## config.mk

```make
export PLATFORM = sky130hd
export DESIGN_NAME = uart_tx_ctrl_flat
export DESIGN_NICKNAME = d
export VERILOG_FILES = /design/src/rtl/uart_tx_ctrl_pkg.sv /design/src/rtl/uart_tx_ctrl_if.sv /design/src/rtl/uart_tx_ctrl_fifo.sv /design/src/rtl/uart_tx_ctrl.sv /design/src/flat_wrapper.sv
export SDC_FILE = /design/constraint.sdc
export NUM_CORES = 1
export LEC_CHECK = 0
export BUFFER_PORTS_ARGS = -buffer_cell sky130_fd_sc_hd__buf_4
export CAP_MARGIN = 0
export CORE_MARGIN = 4
export CORE_UTILIZATION = 60
export DETAILED_ROUTE_END_ITERATION = 6
export GPL_TIMING_DRIVEN = 0
export PLACE_DENSITY = 0.82
export SYNTH_ARGS = -nofsm -noshare
export SYNTH_HDL_FRONTEND = slang
export SYNTH_HIERARCHICAL = 1
export SYNTH_SLANG_ARGS = --single-unit
export TNS_END_PERCENT = 20
```

## constraint.sdc

```tcl
create_clock -name clk -period 3.4 [get_ports clk]
set_clock_uncertainty 0.05 [all_clocks]
set_input_delay 0.17 -clock clk [delete_from_list [all_inputs] [get_ports clk]]
set_output_delay 0.17 -clock clk [all_outputs]
set_load 0.01 [all_outputs]
```

## src/rtl/uart_tx_ctrl_pkg.sv

```systemverilog
// Shared types for the UART transmit controller: line configuration,
// controller FSM states and the configuration applied out of reset.
package data_types_pkg;

    typedef struct packed {
        logic [15:0] br_div;
        logic        word;
        logic        stop;
        logic        en;
    } config_t;

    typedef enum logic [1:0] {
        IDLE,
        LOAD,
        START,
        WAIT
    } tx_ctrl_state_e;

    localparam config_t CFG_RESET = '{br_div: 16'd8, word: 1'b0, stop: 1'b0, en: 1'b0};

endpackage

```

## src/rtl/uart_tx_ctrl_if.sv

```systemverilog
// Bundle of host-side and uart_tx-side signals around the transmit controller.
// The master view belongs to whoever feeds words/config and models uart_tx;
// the slave view belongs to the controller itself.
import data_types_pkg::*;

interface uart_tx_ctrl_if #(
    parameter int DEPTH  = 8,
    parameter int DATA_W = 9
);
    logic                         wr_valid;
    logic [DATA_W-1:0]            wr_data;
    logic                         wr_ready;
    logic                         cfg_wr;
    config_t                      cfg_in;
    config_t                      tx_cfg;
    logic [DATA_W-1:0]            tx_data;
    logic                         tx_enable;
    logic                         tx_idle;
    logic [$clog2(DEPTH+1)-1:0]   count;
    logic                         busy;

    modport master (
        output wr_valid, wr_data, cfg_wr, cfg_in, tx_idle,
        input  wr_ready, tx_cfg, tx_data, tx_enable, count, busy
    );

    modport slave (
        input  wr_valid, wr_data, cfg_wr, cfg_in, tx_idle,
        output wr_ready, tx_cfg, tx_data, tx_enable, count, busy
    );

endinterface

```

## src/rtl/uart_tx_ctrl_fifo.sv

```systemverilog
// Small synchronous FIFO with occupancy count. A push while full is refused
// even if a pop happens in the same cycle; pointers wrap modulo DEPTH.
module sync_fifo #(
    parameter int DEPTH  = 8,
    parameter int DATA_W = 9
) (
    input  logic                       clk,
    input  logic                       rst,
    input  logic                       push,
    input  logic                       pop,
    input  logic [DATA_W-1:0]          wr_data,
    output logic [DATA_W-1:0]          rd_data,
    output logic                       full,
    output logic                       empty,
    output logic [$clog2(DEPTH+1)-1:0] count
);
    localparam int AW = $clog2(DEPTH);
    localparam int CW = $clog2(DEPTH+1);

    logic [DATA_W-1:0] mem [DEPTH];
    logic [AW-1:0]     wr_ptr;
    logic [AW-1:0]     rd_ptr;
    logic              do_push;
    logic              do_pop;

    assign full    = (count == CW'(DEPTH));
    assign empty   = (count == '0);
    assign do_push = push && !full;
    assign do_pop  = pop && !empty;
    assign rd_data = mem[rd_ptr];

    // Storage array; contents need no reset since count gates every read.
    always_ff @(posedge clk) begin
        if (do_push) begin
            mem[wr_ptr] <= wr_data;
        end
    end

    // Pointer and occupancy bookkeeping.
    always_ff @(posedge clk) begin
        if (rst) begin
            wr_ptr <= '0;
            rd_ptr <= '0;
            count  <= '0;
        end else begin
            if (do_push) begin
                wr_ptr <= wr_ptr + AW'(1);
            end
            if (do_pop) begin
                rd_ptr <= rd_ptr + AW'(1);
            end
            count <= count + CW'(do_push) - CW'(do_pop);
        end
    end

endmodule

```

## src/rtl/uart_tx_ctrl.sv

```systemverilog
// Transmit controller: buffers host words, hands them to uart_tx one frame at
// a time and only swaps the line configuration between frames.
import data_types_pkg::*;

module uart_tx_ctrl #(
    parameter int DEPTH  = 8,
    parameter int DATA_W = 9
) (
    input  logic         clk,
    input  logic         rst,
    uart_tx_ctrl_if.slave bus
);
    localparam logic [DATA_W-1:0] BIT8_MASK = {{(DATA_W-1){1'b0}}, 1'b1} << 8;

    tx_ctrl_state_e    state;
    tx_ctrl_state_e    state_next;
    config_t           pend_cfg;
    logic              pend_v;
    config_t           tx_cfg_q;
    logic [DATA_W-1:0] tx_data_q;
    logic              tx_enable_q;
    logic              apply_cfg;
    logic              fifo_pop;
    logic              fifo_full;
    logic              fifo_empty;
    logic [DATA_W-1:0] fifo_head;

    sync_fifo #(
        .DEPTH  (DEPTH),
        .DATA_W (DATA_W)
    ) u_fifo (
        .clk     (clk),
        .rst     (rst),
        .push    (bus.wr_valid),
        .pop     (fifo_pop),
        .wr_data (bus.wr_data),
        .rd_data (fifo_head),
        .full    (fifo_full),
        .empty   (fifo_empty),
        .count   (bus.count)
    );

    assign bus.wr_ready  = !fifo_full;
    assign bus.busy      = (state != IDLE) || !fifo_empty;
    assign bus.tx_cfg    = tx_cfg_q;
    assign bus.tx_data   = tx_data_q;
    assign bus.tx_enable = tx_enable_q;

    // Next-state decode; a pending config wins over starting a new frame.
    always_comb begin
        state_next = state;
        fifo_pop   = 1'b0;
        apply_cfg  = 1'b0;
        case (state)
            IDLE: begin
                if (pend_v && bus.tx_idle) begin
                    apply_cfg = 1'b1;
                end else if (!fifo_empty && tx_cfg_q.en && bus.tx_idle) begin
                    state_next = LOAD;
                end
            end
            LOAD: begin
                fifo_pop   = 1'b1;
                state_next = START;
            end
            START: begin
                if (!bus.tx_idle) begin
                    state_next = WAIT;
                end
            end
            WAIT: begin
                if (bus.tx_idle) begin
                    state_next = IDLE;
                end
            end
            default: state_next = IDLE;
        endcase
    end

    // FSM state register.
    always_ff @(posedge clk) begin
        if (rst) begin
            state <= IDLE;
        end else begin
            state <= state_next;
        end
    end

    // Registered frame request and data; bit 8 is dropped in 8-bit mode.
    always_ff @(posedge clk) begin
        if (rst) begin
            tx_enable_q <= 1'b0;
            tx_data_q   <= '0;
        end else begin
            tx_enable_q <= (state_next == START);
            if (state == LOAD) begin
                tx_data_q <= tx_cfg_q.word ? fifo_head : (fifo_head & ~BIT8_MASK);
            end
        end
    end

    // Pending/active config; a strobe in the apply cycle stays pending.
    always_ff @(posedge clk) begin
        if (rst) begin
            tx_cfg_q <= CFG_RESET;
            pend_cfg <= CFG_RESET;
            pend_v   <= 1'b0;
        end else begin
            if (apply_cfg) begin
                tx_cfg_q <= pend_cfg;
                pend_v   <= 1'b0;
            end
            if (bus.cfg_wr) begin
                pend_cfg <= bus.cfg_in;
                pend_v   <= 1'b1;
            end
        end
    end

endmodule

```

## src/flat_wrapper.sv

```systemverilog
// flat-port wrapper written by rule: the top's interface ports become plain ports
module uart_tx_ctrl_flat 
#(
    parameter int DEPTH  = 8,
    parameter int DATA_W = 9
)
  (clk, rst, bus_wr_valid, bus_wr_data, bus_cfg_wr, bus_cfg_in, bus_tx_idle, bus_wr_ready, bus_tx_cfg, bus_tx_data, bus_tx_enable, bus_count, bus_busy);
  uart_tx_ctrl_if #(.DEPTH(DEPTH), .DATA_W(DATA_W)) bus_i ();
  input  logic clk;
  input  logic rst;
  input wire logic [$bits(bus_i.wr_valid)-1:0] bus_wr_valid;
  input wire logic [$bits(bus_i.wr_data)-1:0] bus_wr_data;
  input wire logic [$bits(bus_i.cfg_wr)-1:0] bus_cfg_wr;
  input wire logic [$bits(bus_i.cfg_in)-1:0] bus_cfg_in;
  input wire logic [$bits(bus_i.tx_idle)-1:0] bus_tx_idle;
  output wire logic [$bits(bus_i.wr_ready)-1:0] bus_wr_ready;
  output wire logic [$bits(bus_i.tx_cfg)-1:0] bus_tx_cfg;
  output wire logic [$bits(bus_i.tx_data)-1:0] bus_tx_data;
  output wire logic [$bits(bus_i.tx_enable)-1:0] bus_tx_enable;
  output wire logic [$bits(bus_i.count)-1:0] bus_count;
  output wire logic [$bits(bus_i.busy)-1:0] bus_busy;
  assign bus_i.wr_valid = bus_wr_valid;
  assign bus_i.wr_data = bus_wr_data;
  assign bus_i.cfg_wr = bus_cfg_wr;
  assign bus_i.cfg_in = bus_cfg_in;
  assign bus_i.tx_idle = bus_tx_idle;
  assign bus_wr_ready = bus_i.wr_ready;
  assign bus_tx_cfg = bus_i.tx_cfg;
  assign bus_tx_data = bus_i.tx_data;
  assign bus_tx_enable = bus_i.tx_enable;
  assign bus_count = bus_i.count;
  assign bus_busy = bus_i.busy;
  uart_tx_ctrl #(.DEPTH(DEPTH), .DATA_W(DATA_W)) u_core (.clk(clk), .rst(rst), .bus(bus_i));
endmodule
```

==> results of run 1 <==
## report_power, final
group | switching, mW | internal, mW
sequential | 0.0450 | 1.81
combinational | 0.224 | 0.207
clock | 0.706 | 1.21
total | 0.975 | 3.23
## sequential cells by signal, indices dropped and copies added (netlist names), named ones only
signal and count:
u_core/pend_cfg 19, u_core/u_fifo/count 4, u_core/u_fifo/mem 72, u_core/bus.tx_enable 1, u_core/pend_v 1, u_core/state 2, u_core/bus.tx_data 9, u_core/bus.tx_cfg 19
u_core/u_fifo/rd_ptr 3, u_core/u_fifo/wr_ptr 3
## path summary, 6_finish.rpt
check	slack [ns]	endpoint	depth (start not counted)	startpoint
worst min-delay path	0.17	u_core/pend_v$_SDFFE_PP0P_	4	bus_cfg_wr
worst max register to register	0.68	u_core/u_fifo/count[2]$_SDFF_PP0_	11	u_core/u_fifo/count[2]$_SDFF_PP0_
worst max-delay path	0.68	u_core/u_fifo/count[2]$_SDFF_PP0_	11	u_core/u_fifo/count[2]$_SDFF_PP0_
worst min register to register	0.40	u_core/bus.tx_cfg[5]$_SDFFE_PP0P_	2	u_core/pend_cfg[5]$_SDFFE_PP0P_
## stage by stage
step | cell area, sq um | cells | power (mW) | util [%] | setup slack [ns]
floorplan | 5290 | 387 | 2.11 | - | 1.07
global placement | 5920 | 559 | 2.25 | 70.6 | 0.404
detailed placement | 5960 | 561 | 2.28 | 71.1 | 0.768
CTS | 6910 | 625 | 4.22 | 82.4 | 0.690
global route | 6910 | 625 | 4.35 | 82.4 | 0.495
finish | 6910 | 625 | 4.20 | 82.4 | 0.676
## layout by cell type (no fill, tap or decap), types with 4 or more instances in the layout
cell type / count
ha_1: 7
dfxtp_1: 64
buf_2: 7
dlygate4sd3_1: 32
clkbuf_16: 16
inv_6: 5
clkbuf_1: 8
mux2_2: 12
nor2b_1: 6
clkinv_4: 5
mux2i_1: 20
inv_1: 7
edfxtp_1: 72
a21oi_1: 34
mux4_1: 18
nor3_1: 4
nand2b_1: 6
nand2_1: 58
nor2_1: 30
buf_4: 70
bufinv_16: 4
nand3_1: 4
## layer usage
| metal | up-vias | GRT usage (%) | wire (microns) |
|---|---|---|---|
| li1 | 1656 | - | - |
| met1 | 1743 | 28.6 | 4570 |
| met5 | - | 0 | 0 |
| met3 | 24 | 6.14 | 822 |
| met2 | 127 | 41.2 | 5940 |
| met4 | 0 | 7.47 | 175 |
## cell type report
type / instances / share of cell area (%)
sequential: 136 / 49.9
multi-input combinational: 223 / 24.8
timing repair buffer: 101 / 12.1
clock buffer: 17 / 6.00
clock inverter: 15 / 3.12
tap: 105 / 1.90
buffer: 20 / 1.72
inverter: 8 / 0.435
## logic make-up (layout without fill, tap and decap cells)
family	after synthesis	after routing	synth area share, %
flip-flops	136	136	65.1
AND/OR/NAND/NOR	123	123	10.4
multiplexers	50	50	15.3
AO/OA/AOI/OAI	40	40	3.95
buffers and inverters	28	161	2.82
adder cells (fa/ha/maj)	8	8	2.04
XOR/XNOR	2	2	0.331
## worst max-delay path, stage by stage, from the launching register on
cell	delay, ns
dfxtp_1	0.31
inv_1	0.12
ha_1	0.16
nor3b_1	0.59
nor2b_1	0.11
clkbuf_1	0.24
xnor2_1	0.20
ha_1	0.18
inv_1	0.06
fa_1	0.37
xor2_1	0.16
nor2_1	0.05
==> summary.txt, run 1 <==
post-cts sizing count -> 0
CTS tree -> built
Synth top area share -> 40.9%
Vias -> 3,550
EDFF count, synth -> 72
Die W -> 102 microns
Antenna diodes -> 0
Detailed Place HPWL -> 6960 microns
PwrDens -> 608 nW/um^2
Clock transition at path regs -> 0.06 ns
max-cap viol count -> 0
global-route wire length before repair -> 18,300 microns
worst-path fanout max -> 7
clk buf depth -> 2
RePlAce Congestion -> 0.825
Final Setup Violations -> 0
post-synth net total -> 428
Post-synth top flop -> edfxtp_1
Yosys top cell by area -> edfxtp_1
Max Clk Rate -> 0.367 GHz
CTS Buf Count -> 17
Register Area -> 3440 sq um
Worst EP required -> 3.74 ns
Worst setup EP type -> flip-flop
Root Driver -> clkbuf_8
hold_buf cts -> 32
vias in the first global route -> 3,612
antenna viol nets, final -> 0
IO Pins -> 68
Iteration-0 DRC Markers -> 117
Syn Inst Count -> 387
Area Growth Syn to Fin -> 30.7%
asr flop ratio synth -> 0%
outcome -> finished, final reports clean
worst ir drop on vdd -> 484 uV
Worst Hold Class -> in -> reg
Avg Inst Size Synth -> 13.7 sq um
number of library cell types mapped by synthesis -> 37
H-Tree Depth -> 4
yosys warns -> 6
min Tclk post-route -> 2.72 ns
GR Overflow Total -> 0
core area -> 8380 sq um
leakage power -> 2.63 nW
Max Slew Vio Count -> 0
die area -> 10,400 sq um
WS Path Type -> reg -> reg
Seq/Total Area, Yosys -> 65.1%
WHS -> 0.171 ns
Final period util -> 80.1%
Post-CTS Setup Bufs -> 0
DR WL/cell -> 18.4 microns
Seq cells post-synth -> 136
DRC violations left -> 0
Worst EP arrival -> 3.07 ns
Initial Util -> 63.1%
Total GRT Usage -> 23.5%
Mapped Area -> 5290 sq um
CP Launch Type -> flip-flop
area occupied by multi-input gates -> 1720 sq um
RSZ-0062 raised after global routing -> false
Die Height -> 102 microns
initial antenna violation count -> 0
most common cell in the synthesized netlist -> edfxtp_1
Sinks on Clock Net -> 136
final hold violations -> 0
clk_lat worst skew -> 0.52 ns
Slew @ Worst Pin -> 1.00 ns
layout cell share with drive strength beyond 1 -> 25.4%
I/O Buffers -> 67
nets -> 548
drt first pass iters -> 7
final WL -> 11,500 microns
most frequent cells after synthesis -> 72 x edfxtp_1, 64 x dfxtp_1, 58 x nand2_1
via/cell ratio -> 5.68
Final TNS setup -> 0 ns
row cnt -> 33
largest net degree at the start of global routing -> 17
largest cells by area after synthesis -> edfxtp_1 41%, dfxtp_1 24%, mux4_1 8.9%
headroom to the max-slew limit -> 32.8%
# fillers -> 406
(Power assumes the default switching activity.)
==> run 2, diff against run 1 <==
- CORE_UTILIZATION: 60 -> 51
- PLACE_DENSITY: 0.82 -> 0.74
- clock period: 3.4 -> 2.4 ns (I/O delays scaled with it)
==> run 2 against run 1 <==
Power grew 37%. Sequential share of layout area decreased by 0.35 points. Core utilization down 13 points. Combinational power is 49% higher. Final cell count is 4.8% higher. Die area grew 16%. Sequential cell count unchanged. Wire length shrank 3.3%. Sequential power increased by 41%. Non-clock buffer count rose by 2. Count of clock-buffer cells in the layout rose by 5. Largest power group is now registers.
==> summary.txt, run 2 (same netlist as run 1, synthesis figures left out) <==
headroom to the max-slew limit -> 29.2% (-3.6 points)
most frequent cells in the layout -> 73 x buf_4, 72 x edfxtp_1, 63 x dfxtp_1, 58 x nand2_1, 34 x a21oi_1
layout cell share with drive strength beyond 1 -> 26.6% (+1.2 points)
worst-path fanout max -> 7 (unchanged)
Max Clk Rate -> 0.438 GHz (+19%)
CP Launch Type -> flip-flop
Worst setup EP type -> flip-flop
number of flip-flops in the largest register -> 72 (unchanged)
top layer in use -> met4
Initial Util -> 53.1% (-10 points)
outcome -> finished, final reports clean
I/O Buffers -> 67 (unchanged)
WHS -> 0.120 ns (-0.0507 ns)
PwrDens -> 825 nW/um^2 (+36%)
antenna viol nets, final -> 0 (unchanged)
Root Driver -> clkbuf_8
CTS tree -> built
crit-path max cell delay -> 0.39 ns (-0.20 ns)
crit-path cells -> inv_1 > ha_1 > nor3b_4 > nor2b_1 > buf_4 > xnor2_1 > ha_2 > inv_1 > fa_1 > xor2_1 > nor2_1
CP max stage cell -> fa_1
length of routed met2 wiring -> 5760 microns (-3.1%)
Final period util -> 95.0% (+15 points)
Power, Total -> 5.74 mW (+37%)
Worst Hold Class -> in -> reg
Antenna diodes -> 0 (unchanged)
vias in the first global route -> 3,489 (-3.4%)
Final Setup Violations -> 0 (unchanged)
row cnt -> 36 (+9.1%)
crit-path most repeated cell -> inv_1
final hold violations -> 0 (unchanged)
worst ir drop on vdd -> 552 uV (+14%)
Worst EP arrival -> 2.62 ns (-0.45 ns)
global-route wire length before repair -> 17,700 microns (-3.2%)
DR WL/cell -> 17.0 microns (-7.7%)
Vias -> 3,469 (-2.3%)
Buf/Inv on CP -> 3 (unchanged)
Final Non-Filler Cells -> 655 (+4.8%)
worst slack, placed -> -0.215 ns (-0.983 ns)
Iteration-0 DRC Markers -> 208 (+78%)
Top reg by flops -> u_core/u_fifo/mem
drt first pass iters -> 4 (-3)
via/cell ratio -> 5.30 (-6.8%)
initial antenna violation count -> 0 (unchanged)
CTS Buf Count -> 17 (unchanged)
clk_lat worst skew -> 0.52 ns (about the same)
die area -> 12,100 sq um (+16%)
leakage power -> 2.64 nW (+0.42%)
clk buf depth -> 2 (unchanged)
Die Height -> 110 microns (+7.8%)
Detailed Place HPWL -> 7030 microns (+1.1%)
Post-DP Area -> 5990 sq um (+0.55%)
Inst Count DP -> 588 (+4.8%)
H-Tree Depth -> 4 (unchanged)
WS Path Type -> reg -> reg
Die W -> 110 microns (+7.8%)
max-cap viol count -> 0 (unchanged)
design area -> 6960 sq um (+0.74%)
Max Slew Vio Count -> 0 (unchanged)
Total GRT Usage -> 20.0% (-3.5 points)
nets -> 550 (+0.36%)
RePlAce Congestion -> 0.745 (-9.7%)
largest net degree at the start of global routing -> 17 (unchanged)
kind of cell adding the most delay to the critical path -> adder cells
Sinks on Clock Net -> 136 (unchanged)
DRC violations left -> 0 (unchanged)
GR Overflow Total -> 0 (unchanged)
Worst EP required -> 2.74 ns (-1.00 ns)
IO Pins -> 68 (unchanged)
worst setup margin -> 0.119 ns (-0.557 ns)
final WL -> 11,100 microns (-3.3%)
metal3 WL -> 631 microns (-23%)
WL met1 -> 4640 microns (+1.4%)
most common cell after layout, fill and taps aside -> buf_4
min Tclk post-route -> 2.28 ns (-0.443 ns)
Slew @ Worst Pin -> 1.06 ns (+0.0515 ns)
# fillers -> 666 (+64%)
Clock transition at path regs -> 0.06 ns (about the same)
core area -> 9950 sq um (+19%)
Area Growth Syn to Fin -> 31.6%
[run 2: per-layer routing]
| layer | vias to the layer above | track usage, % |
|---|---|---|
| li1 | 1662 | - |
| met1 | 1698 | 24.2 |
| met2 | 96 | 33.9 |
| met3 | 13 | 5.64 |
| met4 | 0 | 7.84 |
| met5 | - | 0 |
[run 2: final timing paths]
check / start / end / slack (ns) / cells after the start
min reg2reg: u_core/pend_cfg[10]$_SDFFE_PP0P_ / u_core/bus.tx_cfg[10]$_SDFFE_PP0P_ / 0.40 / 2
min: bus_cfg_wr / u_core/pend_v$_SDFFE_PP0P_ / 0.12 / 4
max reg2reg: u_core/u_fifo/count[2]$_SDFF_PP0_ / u_core/u_fifo/count[2]$_SDFF_PP0_ / 0.12 / 11
max: u_core/u_fifo/count[2]$_SDFF_PP0_ / u_core/u_fifo/count[2]$_SDFF_PP0_ / 0.12 / 11
[run 2: through the flow]
| step | TNS (ns) | util, % |
|---|---|---|
| finish | 0 | 69.9 |
| global route | -0.0416 | 69.9 |
| CTS | 0 | 69.6 |
| detailed placement | -0.349 | 60.2 |
| global placement | -14.05 | 59.8 |
| floorplan | 0 | - |
[run 2: repair_timing]
action                                  in CTS  in global routing
setup buffers                                2                  1
hold buffers                                32                  0
endpoints found under the setup margin       2                 11
resized for setup                            6                  9
pin swaps                                    1                  0
endpoints found under the hold margin      100                  0
[run 2: area by class of cell]
class,instances,area (sq um),share of cell area [%]
Buffer,20,129,1.85
Sequential cell,136,3440,49.5
Tap cell,133,166,2.39
Multi-Input combinational cell,223,1740,25.1
Timing Repair Buffer,103,853,12.3
Inverter,8,35.0,0.504
Clock buffer,22,495,7.12
Clock inverter,10,90.1,1.29
[run 2: power breakdown]
part	internal, mW	total, mW	switching, mW
Combinational	0.331	0.640	0.308
Sequential	2.57	2.63	0.0637
Clock	1.55	2.47	0.923
Total	4.45	5.74	1.29
[run 2: worst min-delay path, stage by stage]
cell     delay [ns]
buf_4          0.09
buf_2          0.28
a21oi_1        0.07
nor2_1         0.08
